===== src/rtl/uart_tx_arb.sv =====
// uart_tx_arb: round-robin arbiter sharing one buart transmit channel between
// N byte-stream requesters. Grants are held for a whole packet (until a byte
// flagged last is sent); writes are paced against the transmitter busy flag.
//
// Ports
//   clk, resetq          clock, asynchronous active-low reset
//   req_valid[N]         requester i offers a byte
//   req_data[8N]         requester i byte at [8i+7:8i]
//   req_last[N]          offered byte closes requester i's packet
//   req_ready[N]         registered one-hot accept pulse
//   tx_wr, tx_data       registered write strobe / byte to the transmitter
//   tx_busy              transmitter busy
//   owner                current or most recent grant index
//   locked               a grant is held (FSM not idle)
//
// Optional feature: define UART_ARB_TIMEOUT_EN to release a grant whose owner
// has kept req_valid low in SEND for TIMEOUT cycles.
module uart_tx_arb #(
  parameter int N       = 4,
  parameter int TIMEOUT = 1023
) (
  input  logic                 clk,
  input  logic                 resetq,
  input  logic [N-1:0]         req_valid,
  input  logic [8*N-1:0]       req_data,
  input  logic [N-1:0]         req_last,
  output logic [N-1:0]         req_ready,
  output logic                 tx_wr,
  output logic [7:0]           tx_data,
  input  logic                 tx_busy,
  output logic [$clog2(N)-1:0] owner,
  output logic                 locked
);
  localparam int OW = $clog2(N);
  localparam int NP = 1 << OW;

  typedef enum logic [1:0] {S_IDLE, S_SEND, S_GAP, S_WAIT} state_e;

  state_e          state_q, state_d;
  logic [OW-1:0]   owner_q, owner_d, ptr_q, ptr_d, pick;
  logic            tx_wr_q, tx_wr_d, last_q, last_d;
  logic [7:0]      tx_data_q, tx_data_d;
  logic [N-1:0]    ready_q, ready_d;
  logic [NP-1:0]   valid_pad, last_pad, owner_hot;
  logic [8*NP-1:0] data_pad;

`ifdef UART_ARB_TIMEOUT_EN
  localparam int CW = $clog2(TIMEOUT+1);
  logic [CW-1:0]   tmo_q, tmo_d;
`endif

  // Pad requester vectors to a power of two so an owner-width index is exact.
  assign valid_pad = NP'(req_valid);
  assign last_pad  = NP'(req_last);
  assign data_pad  = (8*NP)'(req_data);
  assign owner_hot = NP'(1) << owner_q;

  function automatic logic [OW-1:0] wrap_inc(input logic [OW-1:0] v);
    return (v == OW'(N-1)) ? '0 : v + OW'(1);
  endfunction

  // Rotating priority from ptr: scan offsets high to low so the smallest
  // offset with a valid request wins.
  always_comb begin
    logic [OW:0] cand;
    cand = '0;
    pick = ptr_q;
    for (int i = N-1; i >= 0; i--) begin
      cand = {1'b0, ptr_q} + (OW+1)'(i);
      if (cand >= (OW+1)'(N)) cand = cand - (OW+1)'(N);
      if (valid_pad[cand[OW-1:0]]) pick = cand[OW-1:0];
    end
  end

  always_comb begin
    state_d   = state_q;
    owner_d   = owner_q;
    ptr_d     = ptr_q;
    last_d    = last_q;
    tx_data_d = tx_data_q;
    tx_wr_d   = 1'b0;   // strobe and accept are single-cycle pulses
    ready_d   = '0;
`ifdef UART_ARB_TIMEOUT_EN
    tmo_d     = '0;
`endif
    case (state_q)
      S_IDLE: begin
        if (|req_valid) begin
          owner_d = pick;
          state_d = S_SEND;
        end
      end
      S_SEND: begin
        if (valid_pad[owner_q] && !tx_busy) begin
          tx_wr_d   = 1'b1;
          tx_data_d = data_pad[{owner_q, 3'b000} +: 8];
          ready_d   = owner_hot[N-1:0];
          last_d    = last_pad[owner_q];
          state_d   = S_GAP;
        end
`ifdef UART_ARB_TIMEOUT_EN
        else if (!valid_pad[owner_q]) begin
          // Owner went quiet: give the channel away, owner keeps old value.
          if (tmo_q == CW'(TIMEOUT-1)) begin
            ptr_d   = wrap_inc(owner_q);
            state_d = S_IDLE;
          end else begin
            tmo_d = tmo_q + CW'(1);
          end
        end
`endif
      end
      // Transmitter latches the byte at the end of GAP; busy is valid in WAIT.
      S_GAP:  state_d = S_WAIT;
      S_WAIT: begin
        if (!tx_busy) begin
          if (last_q) begin
            ptr_d   = wrap_inc(owner_q);
            state_d = S_IDLE;
          end else begin
            state_d = S_SEND;
          end
        end
      end
      default: state_d = S_IDLE;
    endcase
  end

  always_ff @(posedge clk or negedge resetq) begin
    if (!resetq) begin
      state_q   <= S_IDLE;
      owner_q   <= '0;
      ptr_q     <= '0;
      last_q    <= 1'b0;
      tx_wr_q   <= 1'b0;
      tx_data_q <= 8'h00;
      ready_q   <= '0;
`ifdef UART_ARB_TIMEOUT_EN
      tmo_q     <= '0;
`endif
    end else begin
      state_q   <= state_d;
      owner_q   <= owner_d;
      ptr_q     <= ptr_d;
      last_q    <= last_d;
      tx_wr_q   <= tx_wr_d;
      tx_data_q <= tx_data_d;
      ready_q   <= ready_d;
`ifdef UART_ARB_TIMEOUT_EN
      tmo_q     <= tmo_d;
`endif
    end
  end

  assign req_ready = ready_q;
  assign tx_wr     = tx_wr_q;
  assign tx_data   = tx_data_q;
  assign owner     = owner_q;
  assign locked    = (state_q != S_IDLE);

endmodule


===== config.mk =====
export PLATFORM = sky130hd
export DESIGN_NAME = uart_tx_arb
export DESIGN_NICKNAME = d
export VERILOG_FILES = /design/src/rtl/uart_tx_arb.sv
export SDC_FILE = /design/constraint.sdc
export NUM_CORES = 1
export LEC_CHECK = 0
export CAP_MARGIN = 5
export CORE_AREA = 2 2 65 42
export DETAILED_ROUTE_END_ITERATION = 10
export DIE_AREA = 0 0 67 44
export DONT_BUFFER_PORTS = 1
export PLACE_DENSITY = 0.76
export SYNTH_ARGS = -nofsm -noshare
export SYNTH_HDL_FRONTEND = slang
export SYNTH_SLANG_ARGS = --single-unit

===== constraint.sdc =====
create_clock -name clk -period 1.7 [get_ports clk]
set_clock_uncertainty 0.1 [all_clocks]
set_input_delay 0 -clock clk [delete_from_list [all_inputs] [get_ports clk]]
set_output_delay 0 -clock clk [all_outputs]
set_load 0.005 [all_outputs]

* After elaboration in Yosys (flattened, before gate mapping)
Index checks and enable logic that the tools add are counted.
** Word-level totals
- Register bits after elaboration :: 20
** Cells by class
- Multiplexer cells :: 30
- Bitwise gates (word level) :: 1
- Reduce and logical (&&, ||, !) cells :: 9
- Shift-type cells :: 2
- Add/subtract/negate cells :: 8
- Equal/unequal tests :: 7
- $lt $le $gt $ge :: 9
** Operator list (number)
- indexed part select 32 x 6 -> 8 bit :: 1
- 2-to-1 mux 2 bit :: 12
- less-than comparator 2 x 3 -> 1 bit, second input constant :: 5
- binary-select mux 1 bit (select 2 bit) :: 6
- greater-or-equal comparator 3 bit, second input constant :: 3
- 2-to-1 mux 1 bit :: 9
- 2-to-1 mux 4 bit :: 2
- case mux 2 bit (4 select lines) :: 1
- subtractor 2 x 1 -> 2 bit, second input constant :: 4
- adder 2 x 2 -> 3 bit, second input constant :: 2
- == test 2 bit, second input constant :: 3
- inequality test 2 bit, second input constant :: 3
- AND reduction 3 bit :: 2
- AND reduction 2 bit :: 2
- OR reduction 4 bit :: 1
- << shifter 1 x 2 -> 4 bit, first input constant :: 1
- adder 2 x 1 -> 3 bit, second input constant :: 1
- greater-or-equal comparator 2 x 3 -> 1 bit, second input constant :: 1
- adder 2 x 1 -> 2 bit, second input constant :: 1
- == test 2 x 1 -> 1 bit, second input constant :: 1
- logical NOT 2 bit :: 1
- nonzero test 2 bit :: 1
- logical AND 1 bit :: 1
- logical NOT 1 bit :: 1
- NOT 1 bit :: 1

* Depth between registers and ports, before layout
- Depth in word-level cells :: 9
- Depth in mapped cells :: 6

* Worst setup path before layout
Ideal clock, no wire load.
- Path type :: flip-flop to flip-flop
- Start point :: register owner_q[0], in the netlist owner[0]
- End point :: register tx_data_q[2], in the netlist tx_data[2]
- Cell stages (with the launch flop) :: 5
- Slack :: -0.144 ns
- Arrival :: 1.619 ns
- Library setup time :: 0.125 ns
- Data required time :: 1.475 ns
- Path buffers :: 1
- Clock period less this slack :: 1.844 ns
- Cell sequence :: dfrtp_1 mux4_2 nor3b_4 buf_6 mux2_4
** On the way
- Word-level cells in the longest chain between the ends :: 4
** RTL lines
- start, declared :: line 40 : logic [OW-1:0] owner_q, owner_d, ptr_q, ptr_d, pick;
- start signal, assigned :: line 143 : owner_q <= owner_d;
- parallel branches: the longest is 4 deep, another holds indexed part select 32 x 6 -> 8 bit
- end signal, assigned :: line 147 : tx_data_q <= tx_data_d;
- end, declared :: line 42 : logic [7:0] tx_data_q, tx_data_d;
Parallel ways; which one is timed is not known. The select of a mux whose other input is x is not followed.
A chain may end at the register's enable or synchronous reset.

* Worst setup path after layout
- Start point :: register owner_q[0], in the netlist owner[0]
- End point :: register tx_data_q[6], in the netlist tx_data[6]
The elaborated chain is that of the path after synthesis.

==> out/results.ini <==
[clock_network]
insertion_delay_ns = 0.26
cts_tree = done
cts_root_buffer = clkbuf_8
path_clk_slew_ns = 0.08
cts.path.max_buffers = 2
cts_hold_buf = 5
clock_sinks = 20
cts_buffers = 3
h-tree-depth = 1

[sta]
holdWs_ns = -0.0710
rsz0062_at_grt = yes
fmax_ghz = 0.583
fin_crit_sh = 1.01
period_needed_ns = 1.72
worst_pin_slew_ns = 0.939
maxSlewViolCount = 0
finalHoldViolCount = 5
finalSetupViolCount = 9
timing.slew.headroom = 0.372
setup_ws_ns = -0.0167

[status]
outcome = complete, but fails checks
violations = hold timing, setup timing

[setup_path]
crit_path_max_incr_delay_ns = 0.51
cp.required_ns = 1.75
rr_worst_depth = 4
crit_type = reg2reg
cp_max_fo = 5
worstSetupStartpointType = flip-flop
cp-end-kind = flip-flop
critPathTopFamily = multiplexers
crit_cells = 4
cp_data_arrival_time_ns = 1.76
ff2ff_setup_slack_ns = -0.02
timing.rr.end = tx_data[6]
critical_path.cell_chain = mux4_2, nor3b_4, buf_6, mux2_4
r2r-start = owner[0]
slowest_stage = mux4_2
path_buf_inv = 1

[die]
dieArea_sq_mm = 0.00295
core_region_area_sq_mm = 0.00238
fp.dieW_um = 67
num_rows = 14
ios = 59
initial_core_util = 0.520
fp.dieH_um = 44

[route]
routed_wl_um = 3070
drt-vias-per-instance = 6.00
drt_first_pass_iters = 4
route.vias.total = 882
drc = 0
avgRoutedWirePerCell_um = 20.9
drt_iter0_markers = 67
antenna_left = 0

[global_route]
grt_pass1_wl_um = 4620
grt_max_degree = 21
overflow = 0
grt_pass1_vias = 942
grt_util_all_layers = 0.224
antenna_found_initial = 0

[worst_hold_path]
min_path_cells = 2
hold_start = tx_busy
hold_end = ptr_q[0]
hp-class = in2reg

[logic_synthesis]
synth.most_common_cell = dfrtp_1
synthTopCellsByArea = dfrtp_1 (40%), mux4_2 (16%), ha_1 (7.1%)
synth.net_count = 148
yosysSeqAreaShare = 0.404
syn_area_per_cell_sq_um = 12.6
synthCells = 98
ys.flop_type = dfrtp_1
synth_edf_count = 0
yosys_warnings = 0
netlist_top_cells_count = dfrtp_1 (20), mux4_2 (9), inv_1 (8)
yosys.area.top_type = dfrtp_1
synthArstFlopShare = 1.00
ys_types = 26
syn-cell-area_sq_mm = 0.00124
netlist.area_leader.share = 0.404
ys_seq_elements = 20

[final_layout]
drive_above_1_share = 0.383
num-fill-cells = 191
diodes = 0
post-route-util = 0.632
synthToLayoutAreaGrowth_pct = 21.5
final_nets = 166

[power_and_ir_drop]
leakagePower_nw = 0.652
ir_worst_vdd_uv = 766
power.total_mw = 2.52
p_per_area_mw_per_mm2 = 1670

[placed_design]
io_buffer_count = 0
gp_congestion = 0.707
place.detailed.hpwl_um = 2150

[run]
cap_violations = 0

-- layer usage --
metal	part of all wire	GRT usage
met1	0.36	0.238
met2	0.56	0.416
met3	0.078	0.0623
met4	0.0068	0.0980
met5	0	0
-- registers in the layout (all words and copies together) (netlist names) --
name	flops
last_q	1
state_q	2
ptr_q	2
owner	2
tx_data	8
tx_wr	1
req_ready	4
-- layout make-up --
type | instances | area [sq um] | share of cell area
Sequential cell | 20 | 502 | 0.333
Inverter | 8 | 30.0 | 0.0200
Clock buffer | 4 | 55.1 | 0.0366
Multi-Input combinational cell | 67 | 727 | 0.483
Tap cell | 32 | 40.0 | 0.0266
Timing Repair Buffer | 16 | 151 | 0.101
-- cells by family (layout without fill, tap and decap cells) --
family / count (synthesis) / after routing / synth area share
and+or+nand+nor: 24 / 24 / 0.112
adders and majority gates: 7 / 7 / 0.0707
AOI/OAI and AO/OA: 16 / 16 / 0.0818
buffers and inverters: 11 / 28 / 0.0404
muxes: 20 / 20 / 0.291
DFF: 20 / 20 / 0.404
-- report_power, final --
group / total (mW) / internal (mW) / switching (mW)
registers: 0.849 / 0.674 / 0.175
logic: 1.31 / 0.721 / 0.587
clock network: 0.363 / 0.206 / 0.157
-- worst max path at each step --
stage | startpoint | endpoint
final | owner[0] | tx_data[6]
after global routing | owner[0] | tx_data[6]
after CTS | owner[0] | tx_data[4]
after detailed placement | owner[0] | tx_data[4]
after global placement | owner[0] | tx_data[5]
after floorplan | owner[0] | tx_data[2]
-- through the flow --
stage | hold slack [ns] | setup WS, ns | TNS [ns] | instance area, sq um | cells
final | -0.0710 | -0.0167 | -0.0597 | 1510 | 147
after global routing | -0.0648 | -0.0595 | -0.469 | 1510 | 147
after CTS | -0.0744 | -0.0109 | -0.0464 | 1470 | 147
after detailed placement | -0.395 | -0.0132 | -0.0585 | 1320 | 135
after global placement | -0.395 | 0.00933 | 0 | 1320 | 135
after floorplan | -0.396 | -0.0770 | -0.385 | 1240 | 98
-- cell usage in the layout (no fill, tap or decap), drive strengths merged --
cell type    synthesis  routed
a21oi                2       2
nand2b               2       2
o31ai                1       1
inv                  8       8
a22o                 1       1
mux2                10      10
o211ai               2       2
buf                  2      11
o22ai                1       1
nor4                 3       3
o32ai                1       1
o32a                 1       1
o21ai                7       7
nor2b                2       2
clkbuf               1       4
nand2                5       5
nor2                 5       5
nor3b                1       1
nand3b               1       1
and2                 5       5
mux4                10      10
dfrtp               20      20
ha                   7       7
dlygate4sd3          0       5
-- repair_timing --
item	in CTS	in global routing
gates cloned	0	0
buffers inserted	3	0
resized for setup	8	12
hold endpoints to repair	27	5
pin swaps	1	1
endpoints found under the setup margin	9	14
Note: power is estimated with default switching activity, not from simulation.
